<file path="config.mk">
export PLATFORM = sky130hd
export DESIGN_NAME = vga_timing_gen
export DESIGN_NICKNAME = d
export VERILOG_FILES = /design/src/rtl/vga_timing_gen.sv
export SDC_FILE = /design/constraint.sdc
export NUM_CORES = 1
export LEC_CHECK = 0
export ABC_AREA = 1
export BUFFER_PORTS_ARGS = -buffer_cell sky130_fd_sc_hd__buf_2
export CAP_MARGIN = 20
export CORE_UTILIZATION = 56
export DETAILED_ROUTE_END_ITERATION = 7
export PLACE_DENSITY = 0.79
export SLEW_MARGIN = 20
export SYNTH_ARGS = -nofsm -noshare
export SYNTH_HDL_FRONTEND = slang
export SYNTH_SLANG_ARGS = --single-unit
</file>
<file path="constraint.sdc">
create_clock -name vga_clk -period 1.86 [get_ports vga_clk]
set_input_delay 0.372 -clock vga_clk [delete_from_list [all_inputs] [get_ports vga_clk]]
set_output_delay 0.372 -clock vga_clk [all_outputs]
set_load 0.01 [all_outputs]
</file>
<file path="src/rtl/vga_timing_gen.sv">
// Raster timing source: DrawX/DrawY counters with blank, hs, vs and line/frame pulses.
// Latency: all outputs registered, updated on the same vga_clk edge that advances the counters.
// Backpressure: none; pix_en=0 holds the raster and suppresses pulses. VGA_FRAME_CNT_EN adds frame_count.
module vga_timing_gen #(
    parameter int unsigned H_VISIBLE = 640,
    parameter int unsigned H_FRONT   = 16,
    parameter int unsigned H_SYNC    = 96,
    parameter int unsigned H_BACK    = 48,
    parameter int unsigned V_VISIBLE = 480,
    parameter int unsigned V_FRONT   = 10,
    parameter int unsigned V_SYNC    = 2,
    parameter int unsigned V_BACK    = 33,
    parameter bit          SYNC_POL  = 1'b0
) (
    input  logic        vga_clk,
    input  logic        reset_n,
    input  logic        pix_en,
    output logic [9:0]  DrawX,
    output logic [9:0]  DrawY,
    output logic        blank,
    output logic        hs,
    output logic        vs,
    output logic        line_start,
    output logic        frame_start
`ifdef VGA_FRAME_CNT_EN
    ,
    output logic [15:0] frame_count
`endif
);

    localparam int unsigned H_TOTAL = H_VISIBLE + H_FRONT + H_SYNC + H_BACK;
    localparam int unsigned V_TOTAL = V_VISIBLE + V_FRONT + V_SYNC + V_BACK;

    localparam logic [9:0] H_LAST = 10'(H_TOTAL - 1);
    localparam logic [9:0] V_LAST = 10'(V_TOTAL - 1);
    localparam logic [9:0] H_VIS  = 10'(H_VISIBLE);
    localparam logic [9:0] V_VIS  = 10'(V_VISIBLE);
    localparam logic [9:0] HS_BEG = 10'(H_VISIBLE + H_FRONT);
    localparam logic [9:0] HS_END = 10'(H_VISIBLE + H_FRONT + H_SYNC);
    localparam logic [9:0] VS_BEG = 10'(V_VISIBLE + V_FRONT);
    localparam logic [9:0] VS_END = 10'(V_VISIBLE + V_FRONT + V_SYNC);

    logic [9:0] x_nxt;
    logic [9:0] y_nxt;
    logic       h_wrap;
    logic       v_wrap;
    logic       vis_nxt;
    logic       hs_act_nxt;
    logic       vs_act_nxt;

    // Next raster position and its decodes, so registered outputs land together with the counters.
    always_comb begin
        h_wrap     = (DrawX == H_LAST);
        v_wrap     = h_wrap && (DrawY == V_LAST);
        x_nxt      = h_wrap ? 10'd0 : DrawX + 10'd1;
        y_nxt      = DrawY;
        if (h_wrap) begin
            y_nxt = (DrawY == V_LAST) ? 10'd0 : DrawY + 10'd1;
        end
        vis_nxt    = (x_nxt < H_VIS) && (y_nxt < V_VIS);
        hs_act_nxt = (x_nxt >= HS_BEG) && (x_nxt < HS_END);
        vs_act_nxt = (y_nxt >= VS_BEG) && (y_nxt < VS_END);
    end

    // Raster state: reset parks on the last pixel so the first enabled pixel is (0,0).
    always_ff @(posedge vga_clk or negedge reset_n) begin
        if (!reset_n) begin
            DrawX       <= H_LAST;
            DrawY       <= V_LAST;
            blank       <= 1'b0;
            hs          <= ~SYNC_POL;
            vs          <= ~SYNC_POL;
            line_start  <= 1'b0;
            frame_start <= 1'b0;
        end else if (pix_en) begin
            DrawX       <= x_nxt;
            DrawY       <= y_nxt;
            blank       <= vis_nxt;
            hs          <= hs_act_nxt ? SYNC_POL : ~SYNC_POL;
            vs          <= vs_act_nxt ? SYNC_POL : ~SYNC_POL;
            line_start  <= h_wrap;
            frame_start <= v_wrap;
        end else begin
            line_start  <= 1'b0;
            frame_start <= 1'b0;
        end
    end

`ifdef VGA_FRAME_CNT_EN
    logic [15:0] frame_cnt_q;

    // Frame counter steps on the same edge that raises frame_start; wraps naturally at 16 bits.
    always_ff @(posedge vga_clk or negedge reset_n) begin
        if (!reset_n) begin
            frame_cnt_q <= 16'd0;
        end else if (pix_en && v_wrap) begin
            frame_cnt_q <= frame_cnt_q + 16'd1;
        end
    end

    assign frame_count = frame_cnt_q;
`endif

endmodule

</file>
==> results of run 1 <==
## worst max-delay path: cells and delay by family, from the launching register on
kind                     cells  cell delay [ns]
flip-flops                   1             0.59
AND/OR/NAND/NOR              6             0.77
adder cells (fa/ha/maj)      1             0.16
AO/OA/AOI/OAI                1             0.10
buffers and inverters        1             0.12
## final cells by class
type | instances | area [um2]
Tap cell | 31 | 38.79
Inverter | 32 | 120.1
Clock buffer | 4 | 26.28
Timing Repair Buffer | 37 | 226.5
Fill cell | 258 | 800.8
Sequential cell | 25 | 640.6
Multi-Input combinational cell | 179 | 952.2
## kinds of logic (layout without fill, tap and decap cells)
family / Yosys count / in the layout / share of synthesized area [%]
compound gates: 23 / 23 / 7.510
flops: 25 / 25 / 38.07
mux: 1 / 1 / 0.5948
xor+xnor: 6 / 6 / 3.123
fa+ha+maj: 3 / 3 / 2.231
buf+inv: 37 / 73 / 8.326
simple gates: 146 / 146 / 40.15
## synthesized netlist by cell type
| master | number | area, um2 |
|---|---|---|
| nand2_1 | 76 | 285.3 |
| nor2_1 | 32 | 120.1 |
| inv_1 | 29 | 108.9 |
| nand3_1 | 16 | 80.08 |
| dfrtp_1 | 13 | 325.3 |
| o21ai_0 | 13 | 65.06 |
| dfstp_2 | 12 | 315.3 |
| nand4_1 | 8 | 50.05 |
| xor2_1 | 5 | 43.79 |
| a21oi_1 | 3 | 15.01 |
| clkbuf_1 | 3 | 11.26 |
| ha_1 | 3 | 37.54 |
| inv_2 | 3 | 11.26 |
| nand2_2 | 2 | 12.51 |
| nand2_4 | 2 | 22.52 |
| nor2_2 | 2 | 12.51 |
| nor2_8 | 2 | 40.04 |
| o21ai_1 | 2 | 10.01 |
| a31oi_1 | 1 | 6.260 |
| and2_1 | 1 | 6.260 |
| buf_1 | 1 | 3.750 |
| buf_2 | 1 | 5.000 |
| mux2i_1 | 1 | 10.01 |
| nand3_2 | 1 | 10.01 |
| nand3b_1 | 1 | 7.510 |
| nand4_2 | 1 | 12.51 |
| nor2_4 | 1 | 11.26 |
| nor3_1 | 1 | 5.000 |
| o211ai_1 | 1 | 7.510 |
| o21ai_2 | 1 | 8.760 |
| o21bai_1 | 1 | 7.510 |
| o22ai_1 | 1 | 6.260 |
| xnor2_1 | 1 | 8.760 |
## metrics by stage
stage	util (%)	area (um2)	std cells	setup WS [ns]	total power (W)
after floorplan	-	1683	241	0.1194	0.001233
after global placement	66.55	1867	298	0.09014	0.001423
after detailed placement	66.55	1867	298	0.003312	0.001435
after CTS	69.54	1951	306	0.009156	0.001706
after global routing	71.45	2004	308	-0.03239	0.001881
final	71.45	2004	308	0.06805	0.001752
## worst min-delay path by stage
stage | from | to | slack, ns
5_1_grt | reset_n | DrawX[7] | 0.06
3_3_place_gp | reset_n | DrawX[7] | 0.38
6_report | reset_n | DrawX[7] | 0.03
3_5_place_dp | reset_n | DrawX[7] | 0.39
2_1_floorplan | reset_n | DrawX[5] | 0.08
4_1_cts | reset_n | DrawY[6] | 0.04
## flip-flops by register name, indices dropped and copies added (netlist names)
name,count
DrawY,10
hs,1
DrawX,10
frame_start,1
blank,1
vs,1
line_start,1
## metal layers
| metal | global-route usage [%] | wire length [um] | up-vias |
|---|---|---|---|
| met4 | 7.317 | 29 | 0 |
| li1 | - | - | 841 |
| met1 | 37.92 | 1752 | 748 |
| met5 | 0 | 0 | - |
| met2 | 44.56 | 1889 | 62 |
| met3 | 3.226 | 278 | 4 |
## power groups by stage
stage	logic, W	clock network (W)	registers [W]
2_1_floorplan	0.000367	0	0.000867
3_3_place_gp	0.000575	0	0.000848
3_5_place_dp	0.000582	0	0.000853
4_1_cts	0.000613	0.000251	0.000842
5_1_grt	0.000738	0.000266	0.000877
6_report	0.000651	0.000243	0.000858
## what timing repair did
action | CTS | global route
pin swaps | 2 | 9
gates resized for setup | 4 | 10
setup endpoints to repair | 1 | 4
setup buffers | 4 | 2
hold buffers | 0 | 0
==> impl_metrics.tcl, run 1 <==
set metrics [dict create \
    cts_tree "yes" \
    rsz0062_at_grt "yes" \
    rows 19 \
    worst-endpoint-required_ns 2.11 \
    crit_path_start_kind "flip-flop" \
    antenna_left 0 \
    yosysWarnings 0 \
    overflow 0 \
    syn_area_per_cell_um2 6.983 \
    p_per_area_nw_per_um2 874.3 \
    slowest_delay_ns 0.59 \
    layout_commonest_cell "nand2_1" \
    worstPathCellList "ha_4, nand2_4, nor2_8, buf_12, nand4_4, nand2_2, nand4_1, nor2_1, a21oi_1" \
    core_um2 2805 \
    ys_seq_elements 25 \
    gp_congestion 0.9851 \
    max-slew-margin-rel_pct 62.82 \
    fin_skew_ns 0.005205 \
    drive_gt1_share_pct 27.44 \
    hold_viol_final 0 \
    power_leakage_nw 1.062 \
    die_x_um 56.82 \
    die-area_um2 3229 \
    synthesis.nets 247 \
    cts_root_buffer "clkbuf_4" \
    irDropWorstVdd_v 0.0006842 \
    critPathKind "flip-flop to flip-flop" \
    worstHoldPathType "primary input to asynchronous set/reset pin" \
    crit_end "vs" \
    rr_startpoint "DrawX[1]" \
    violations "design-rule violations" \
    layout_common_cells "72 x nand2_1, 30 x nor2_1, 29 x inv_1, 27 x buf_2, 15 x nand3_1" \
    ios 28 \
    yosysUniqueCellTypes 33 \
    first_iter_violations 100 \
    clk_path_buf_depth 2 \
    post_drt_wl_per_cell_um 12.82 \
    synth_area_um2 1683 \
    power_frac_seq_pct 49.0 \
    ys_seq_area_share_pct 38.07 \
    cts-htree-levels 1 \
    cts_sinks 25 \
    vias 1655 \
    grt_pass1_vias 1523 \
    num_antenna_cells 0 \
    endpoint_kind "flip-flop" \
    path_max_fanout 7 \
    rrSetupSlack_ns 0.07 \
    finalSetupTns_ns 0 \
    crit_start "DrawX[1]" \
    setup_violations 0 \
    syn_to_final_growth_pct 19.11 \
    crit_arrival_ns 2.04 \
    drc 6 \
    clock_latency_ns 0.31 \
    crit-reg2reg-capture "vs" \
    swShare_pct 41.03 \
    path_clk_slew_ns 0.14 \
    power_frac_clock_pct 13.8 \
    dr.pass1.iters 6 \
    power.switching_w 0.0007190 \
    comb_power_share_pct 37.2 \
    cap_violations 0 \
    grt_max_degree 26 \
    r2r_cells 9 \
    fin_crit_ns 1.792 \
    dieHeight_um 56.82 \
    worstMarginPinSlew_ns 0.5577 \
    drv_slew 0 \
    vias_per_cell 5.373 \
    numCtsBuffers 3 \
    antenna_found_initial 0 \
    syn_inst 241 \
    p_int_w 0.001033 \
    hpwl_um 2848 \
    status "finished with violations" \
    period_share_pct 96.34 \
    cp_slowest_cell "dfstp_2" \
    grt_usage_pct 27.15 \
    grt_pass1_wl_um 6872 \
    portBuffers 27 \
    drt-total-wl_um 3950 \
    whs_ns 0.02604 \
    nets 284 \
    max_freq_mhz 558.1 \
    start_util_pct 59.99 \
]
Power figures use the tool's default switching activity.
==> run 2: changes to the inputs <==
- CORE_UTILIZATION: 56 -> 50
- CTS_CLUSTER_DIAMETER: default -> 150
- PLACE_DENSITY: 0.79 -> 0.75
- clock period: 1.86 -> 1.6 ns (I/O delays scaled with it)
==> impl_metrics.tcl, run 2 (synthesis gave the netlist of run 1 again) <==
set metrics [dict create \
    power_frac_clock_pct 12.8 \
    vias 1784 \
    top_regs "DrawX x10, DrawY x10" \
    worstHoldPathType "primary input to flip-flop" \
    setup_violations 14 \
    grt_max_degree 26 \
    power_frac_seq_pct 42.9 \
    fin_crit_ns 1.874 \
    path_max_fanout 7 \
    grt_pass1_vias 1503 \
    die-area_um2 3602 \
    hpwl_um 3105 \
    r2r_cells 10 \
    irDropWorstVdd_v 0.0006311 \
    rsz0062_at_grt "yes" \
    drv_slew 0 \
    post_drt_wl_per_cell_um 12.52 \
    drc 0 \
    dieHeight_um 60.02 \
    crit_path_start_kind "flip-flop" \
    worstMarginPinSlew_ns 0.5494 \
    antenna_found_initial 0 \
    hold_viol_final 0 \
    max-slew-margin-rel_pct 63.37 \
    p_int_w 0.001334 \
    antenna_left 0 \
    dp_cells 333 \
    nets 311 \
    crit_arrival_ns 2.10 \
    power.switching_w 0.0009030 \
    swShare_pct 40.37 \
    status "finished with violations" \
    start_util_pct 53.80 \
    num_antenna_cells 0 \
    core_um2 3128 \
    drive_gt1_share_pct 39.47 \
    syn_to_final_growth_pct 35.17 \
    gp_congestion 0.9447 \
    worst-endpoint-required_ns 1.83 \
    vias_per_cell 5.126 \
    place_ws_ns -0.2059 \
    dr.pass1.iters 4 \
    die_x_um 60.02 \
    path_clk_slew_ns 0.14 \
    first_iter_violations 104 \
    cts_root_buffer "clkbuf_4" \
    fin_skew_ns 0.01107 \
    period_share_pct 117.1 \
    numCtsBuffers 3 \
    endpoint_kind "flip-flop" \
    setup_slack_ns -0.2738 \
    critPathKind "flip-flop to flip-flop" \
    p_per_area_nw_per_um2 983.5 \
    violations "negative setup slack" \
    cts_tree "yes" \
    layout_commonest_cell "nand2_1" \
    cts_sinks 25 \
    min_delay_path_depth 4 \
    power_leakage_nw 1.196 \
    finalSetupTns_ns -1.277 \
    drt-total-wl_um 4358 \
    cap_violations 0 \
    grt_pass1_wl_um 6693 \
    clk_path_buf_depth 2 \
    rows 20 \
    overflow 0 \
    portBuffers 27 \
    layout_common_cells "66 x nand2_1, 34 x buf_4, 30 x nor2_1, 27 x inv_1, 27 x buf_2" \
    ios 28 \
    comb_power_share_pct 44.3 \
    grt_usage_pct 25.32 \
    max_freq_mhz 533.7 \
    clock_latency_ns 0.33 \
    cts-htree-levels 1 \
    rrSetupSlack_ns -0.27 \
    final_cells 348 \
]
run 2: changes by cell type in the layout (fill, tap and decap cells not counted), sizes merged:
cell | before | now
buf | 37 | 62
clkbuf | 4 | 3
nor2 | 37 | 38
clkinv | 0 | 1
dlygate4sd3 | 0 | 1
run 2: per-stage QoR:
step,hold WS (ns),total power (W),cell area (um2),util (%)
after CTS,0.3306,0.002176,2206,70.52
after global placement,0.3318,0.001816,2079,66.48
after detailed placement,0.3360,0.001825,2079,66.48
after global routing,0.3745,0.002386,2275,72.72
final,0.3358,0.002237,2275,72.72
after floorplan,0.02441,0.001470,1714,-
run 2: worst max-delay path, cell delays in order, from the launching register on:
cell      delay, ns
dfstp_2        0.59
ha_4           0.16
nand2_4        0.07
nor2_8         0.17
nand4_4        0.20
nand2_2        0.15
nand2_2        0.06
nor2_1         0.08
nand3b_1       0.14
nand3_2        0.11
nand2_1        0.05
run 2: layer usage:
metal	global-route usage, %	wire length, um	vias to the layer above
li1	-	-	892
met1	36.14	2030	807
met2	39.05	1893	74
met3	3.463	336	11
met4	8.970	98	0
met5	0	0	-
run 2: cell type report:
class                           instances  area [um2]
Fill cell                             240       853.3
Inverter                               32       120.1
Sequential cell                        25       640.6
Clock inverter                          1       5.005
Timing Repair Buffer                   63       411.6
Tap cell                               44       55.05
Clock buffer                            3       22.52
Multi-Input combinational cell        180        1020
run 2: timing repair:
item	CTS	global route
buffers inserted	6	3
cloned	1	0
hold buffers	1	0
pin swaps	4	14
hold endpoints to repair	13	0
setup endpoints to repair	11	17
gates resized for setup	13	17
run 2: final timing paths:
check | from | to
worst min register to register | blank | blank
min in group asynchronous | reset_n | DrawX[7]
max in group asynchronous | reset_n | DrawY[3]
worst max-delay path | DrawX[0] | blank
worst max register to register | DrawX[0] | blank
worst min-delay path | pix_en | DrawX[1]
run 2: power by group through the flow:
stage               logic, W  clock network [W]  registers, W
finish              0.000990           0.000287      0.000960
global route         0.00109           0.000320      0.000979
CTS                 0.000919           0.000299      0.000957
detailed placement  0.000854                  0      0.000971
global placement    0.000851                  0      0.000965
floorplan           0.000447                  0       0.00102
==> run 3: changes to the inputs <==
- ABC_AREA: 1 -> default
- PLACE_DENSITY: 0.75 -> 0.76
==> impl_metrics.tcl, run 3 <==
set metrics [dict create \
    grt_max_degree 26 \
    post_drt_wl_per_cell_um 18.64 \
    fin_crit_ns 2.109 \
    vias 1791 \
    power.switching_w 0.0007271 \
    antenna_found_initial 0 \
    portBuffers 27 \
    comb_power_share_pct 43.5 \
    fin_area_um2 2431 \
    gp_congestion 0.8453 \
    setup_slack_ns -0.5087 \
    synth_area_um2 1549 \
    async_flop_share_pct 100.0 \
    num_antenna_cells 0 \
    finalSetupTns_ns -5.038 \
    gr-max-usage-layer "met2" \
    dr.pass1.iters 6 \
    power_frac_clock_pct 14.7 \
    multi_input_area_um2 999.7 \
    max_freq_mhz 474.2 \
    grt_pass1_vias 1747 \
    fin_skew_ns 0.004376 \
    rsz0062_at_grt "yes" \
    yosysTopAreaCellShare_pct 21.00 \
    min_delay_path_depth 3 \
    synth_common_cells "14 x nand2_1, 14 x o21ai_0, 13 x dfrtp_1" \
    cts_sinks 25 \
    syn_inst 171 \
    synthesis.nets 177 \
    drv_slew 0 \
    violations "design-rule violations, negative setup slack" \
    worstHoldPathType "primary input to flip-flop" \
    numCtsBuffers 3 \
    yosysWarnings 0 \
    fin_util_pct 85.22 \
    gr-usage-met1_pct 36.52 \
    cap_violations 0 \
    syn_to_final_growth_pct 56.95 \
    cts-htree-levels 1 \
    max-slew-margin-rel_pct 61.20 \
    path_clk_slew_ns 0.14 \
    layout_common_cells "56 x buf_4, 25 x buf_2, 13 x dfrtp_1, 12 x dfstp_2, 11 x nand2_1" \
    endpoint_kind "flip-flop" \
    syn_area_per_cell_um2 9.058 \
    setup_violations 21 \
    critPathKind "flip-flop to flip-flop" \
    top_regs "DrawX x10, DrawY x10" \
    ff_latch_area_um2 640.6 \
    clock_latency_ns 0.33 \
    p_int_w 0.001300 \
    irDropWorstVdd_v 0.0004296 \
    synth-edff-count 0 \
    hp-start "pix_en" \
    rrSetupSlack_ns -0.51 \
    path_max_fanout 7 \
    worstMarginPinSlew_ns 0.5820 \
    ios 28 \
    vias_per_cell 6.240 \
    grtUsageMet3_pct 3.571 \
    yosysUniqueCellTypes 43 \
    place_ws_ns -0.4921 \
    power_leakage_nw 1.108 \
    die-area_um2 3325 \
    status "finished with violations" \
    core_um2 2853 \
    fill_cells 163 \
    hold_viol_final 0 \
    crit-reg2reg-capture "blank" \
    power_frac_seq_pct 41.8 \
    drive_gt1_share_pct 52.34 \
    grt_pass1_wl_um 7955 \
    layout_commonest_cell "buf_4" \
    hpwl_um 3335 \
    placed_area_um2 2142 \
    grt_usage_pct 31.33 \
    synthFlopType "dfrtp_1" \
    drc 1 \
    ys_seq_area_share_pct 41.36 \
    ys_seq_elements 25 \
    cts_tree "yes" \
    swShare_pct 35.88 \
    rows 19 \
    p_per_area_nw_per_um2 833.7 \
    yosys.area.top_type "dfrtp_1" \
    r2r_cells 8 \
    cts_root_buffer "clkbuf_4" \
    die_x_um 57.66 \
    antenna_left 0 \
    start_util_pct 54.30 \
    worstHoldEndpoint "DrawY[2]" \
    drt-total-wl_um 5351 \
    rr_startpoint "DrawX[1]" \
    worst-endpoint-required_ns 1.83 \
    crit_path_start_kind "flip-flop" \
    period_share_pct 131.8 \
    clk_path_buf_depth 2 \
    dieHeight_um 57.66 \
    nets 263 \
    overflow 0 \
    total_power_w 0.002027 \
    synthTopCellsByArea "dfrtp_1 21%, dfstp_2 20%, o21ai_0 4.5%" \
    crit_arrival_ns 2.34 \
    first_iter_violations 170 \
    use_met2_pct 58.31 \
]
## run 3: changes by cell type after synthesis, moves of 5 or more
cell      delta
clkbuf_1     +6
inv_1       -19
nor2_1      -26
nor3_1       +5
nand3_1      -7
nand2_1     -62
a21oi_1      +5
## run 3: repair_timing
| item | in CTS | in global routing |
|---|---|---|
| hold endpoints to repair | 13 | 0 |
| gates resized for setup | 33 | 19 |
| buffers inserted | 2 | 7 |
| endpoints found under the setup margin | 21 | 22 |
| hold buffers | 1 | 0 |
| cloned | 0 | 0 |
| pin swaps | 11 | 9 |
## run 3: stage by stage
stage	std cells	hold slack, ns
2_1_floorplan	171	0.02441
3_3_place_gp	274	0.3389
3_5_place_dp	274	0.3523
4_1_cts	281	0.3228
5_1_grt	287	0.3628
6_report	287	0.3639
## run 3: kinds of logic after synthesis
| group | after synthesis | synth area share (%) |
|---|---|---|
| simple gates | 64 | 23.43 |
| compound gates | 42 | 18.10 |
| flops | 25 | 41.36 |
| buf+inv | 22 | 5.573 |
| xor+xnor | 9 | 5.088 |
| mux | 6 | 4.039 |
| fa+ha+maj | 3 | 2.424 |
## run 3: cell type report
class | instances | area share (%)
flip-flops and latches | 25 | 26.35
multi-input cells | 124 | 41.12
well taps | 31 | 1.595
clock buffers | 4 | 1.081
repair buffers | 93 | 28.31
inverters | 10 | 1.544
## run 3: routing by layer
layer  up-vias  wire length (um)
met1       867              2037
met5         -                 0
met4         0               193
met2        91              2853
li1        811                 -
met3        22               266
## run 3: how the worst max path moves through the flow
| stage | startpoint | endpoint | slack, ns | cells past startpoint |
|---|---|---|---|---|
| 6_report | DrawX[1] | blank | -0.51 | 8 |
| 2_1_floorplan | DrawX[0] | blank | -0.60 | 7 |
| 3_5_place_dp | DrawX[1] | blank | -0.49 | 6 |
| 5_1_grt | DrawX[1] | blank | -0.62 | 8 |
| 3_3_place_gp | DrawX[1] | blank | -0.45 | 6 |
| 4_1_cts | DrawX[1] | blank | -0.47 | 6 |
## run 3: power groups by stage
stage | combinational (W) | sequential, W | clock, W
finish | 0.000881 | 0.000847 | 0.000299
global placement | 0.000633 | 0.000841 | 0
global route | 0.000940 | 0.000853 | 0.000324
CTS | 0.000685 | 0.000835 | 0.000301
floorplan | 0.000298 | 0.000912 | 0
detailed placement | 0.000666 | 0.000844 | 0
## run 3: critical path, stage by stage (launching register included)
cell and delay [ns]:
dfstp_2 0.60, buf_4 0.12, buf_6 0.11, nand4_1 0.19, nor4_2 0.33, nand3b_1 0.15, buf_4 0.17, o22ai_1 0.24
o32ai_2 0.11
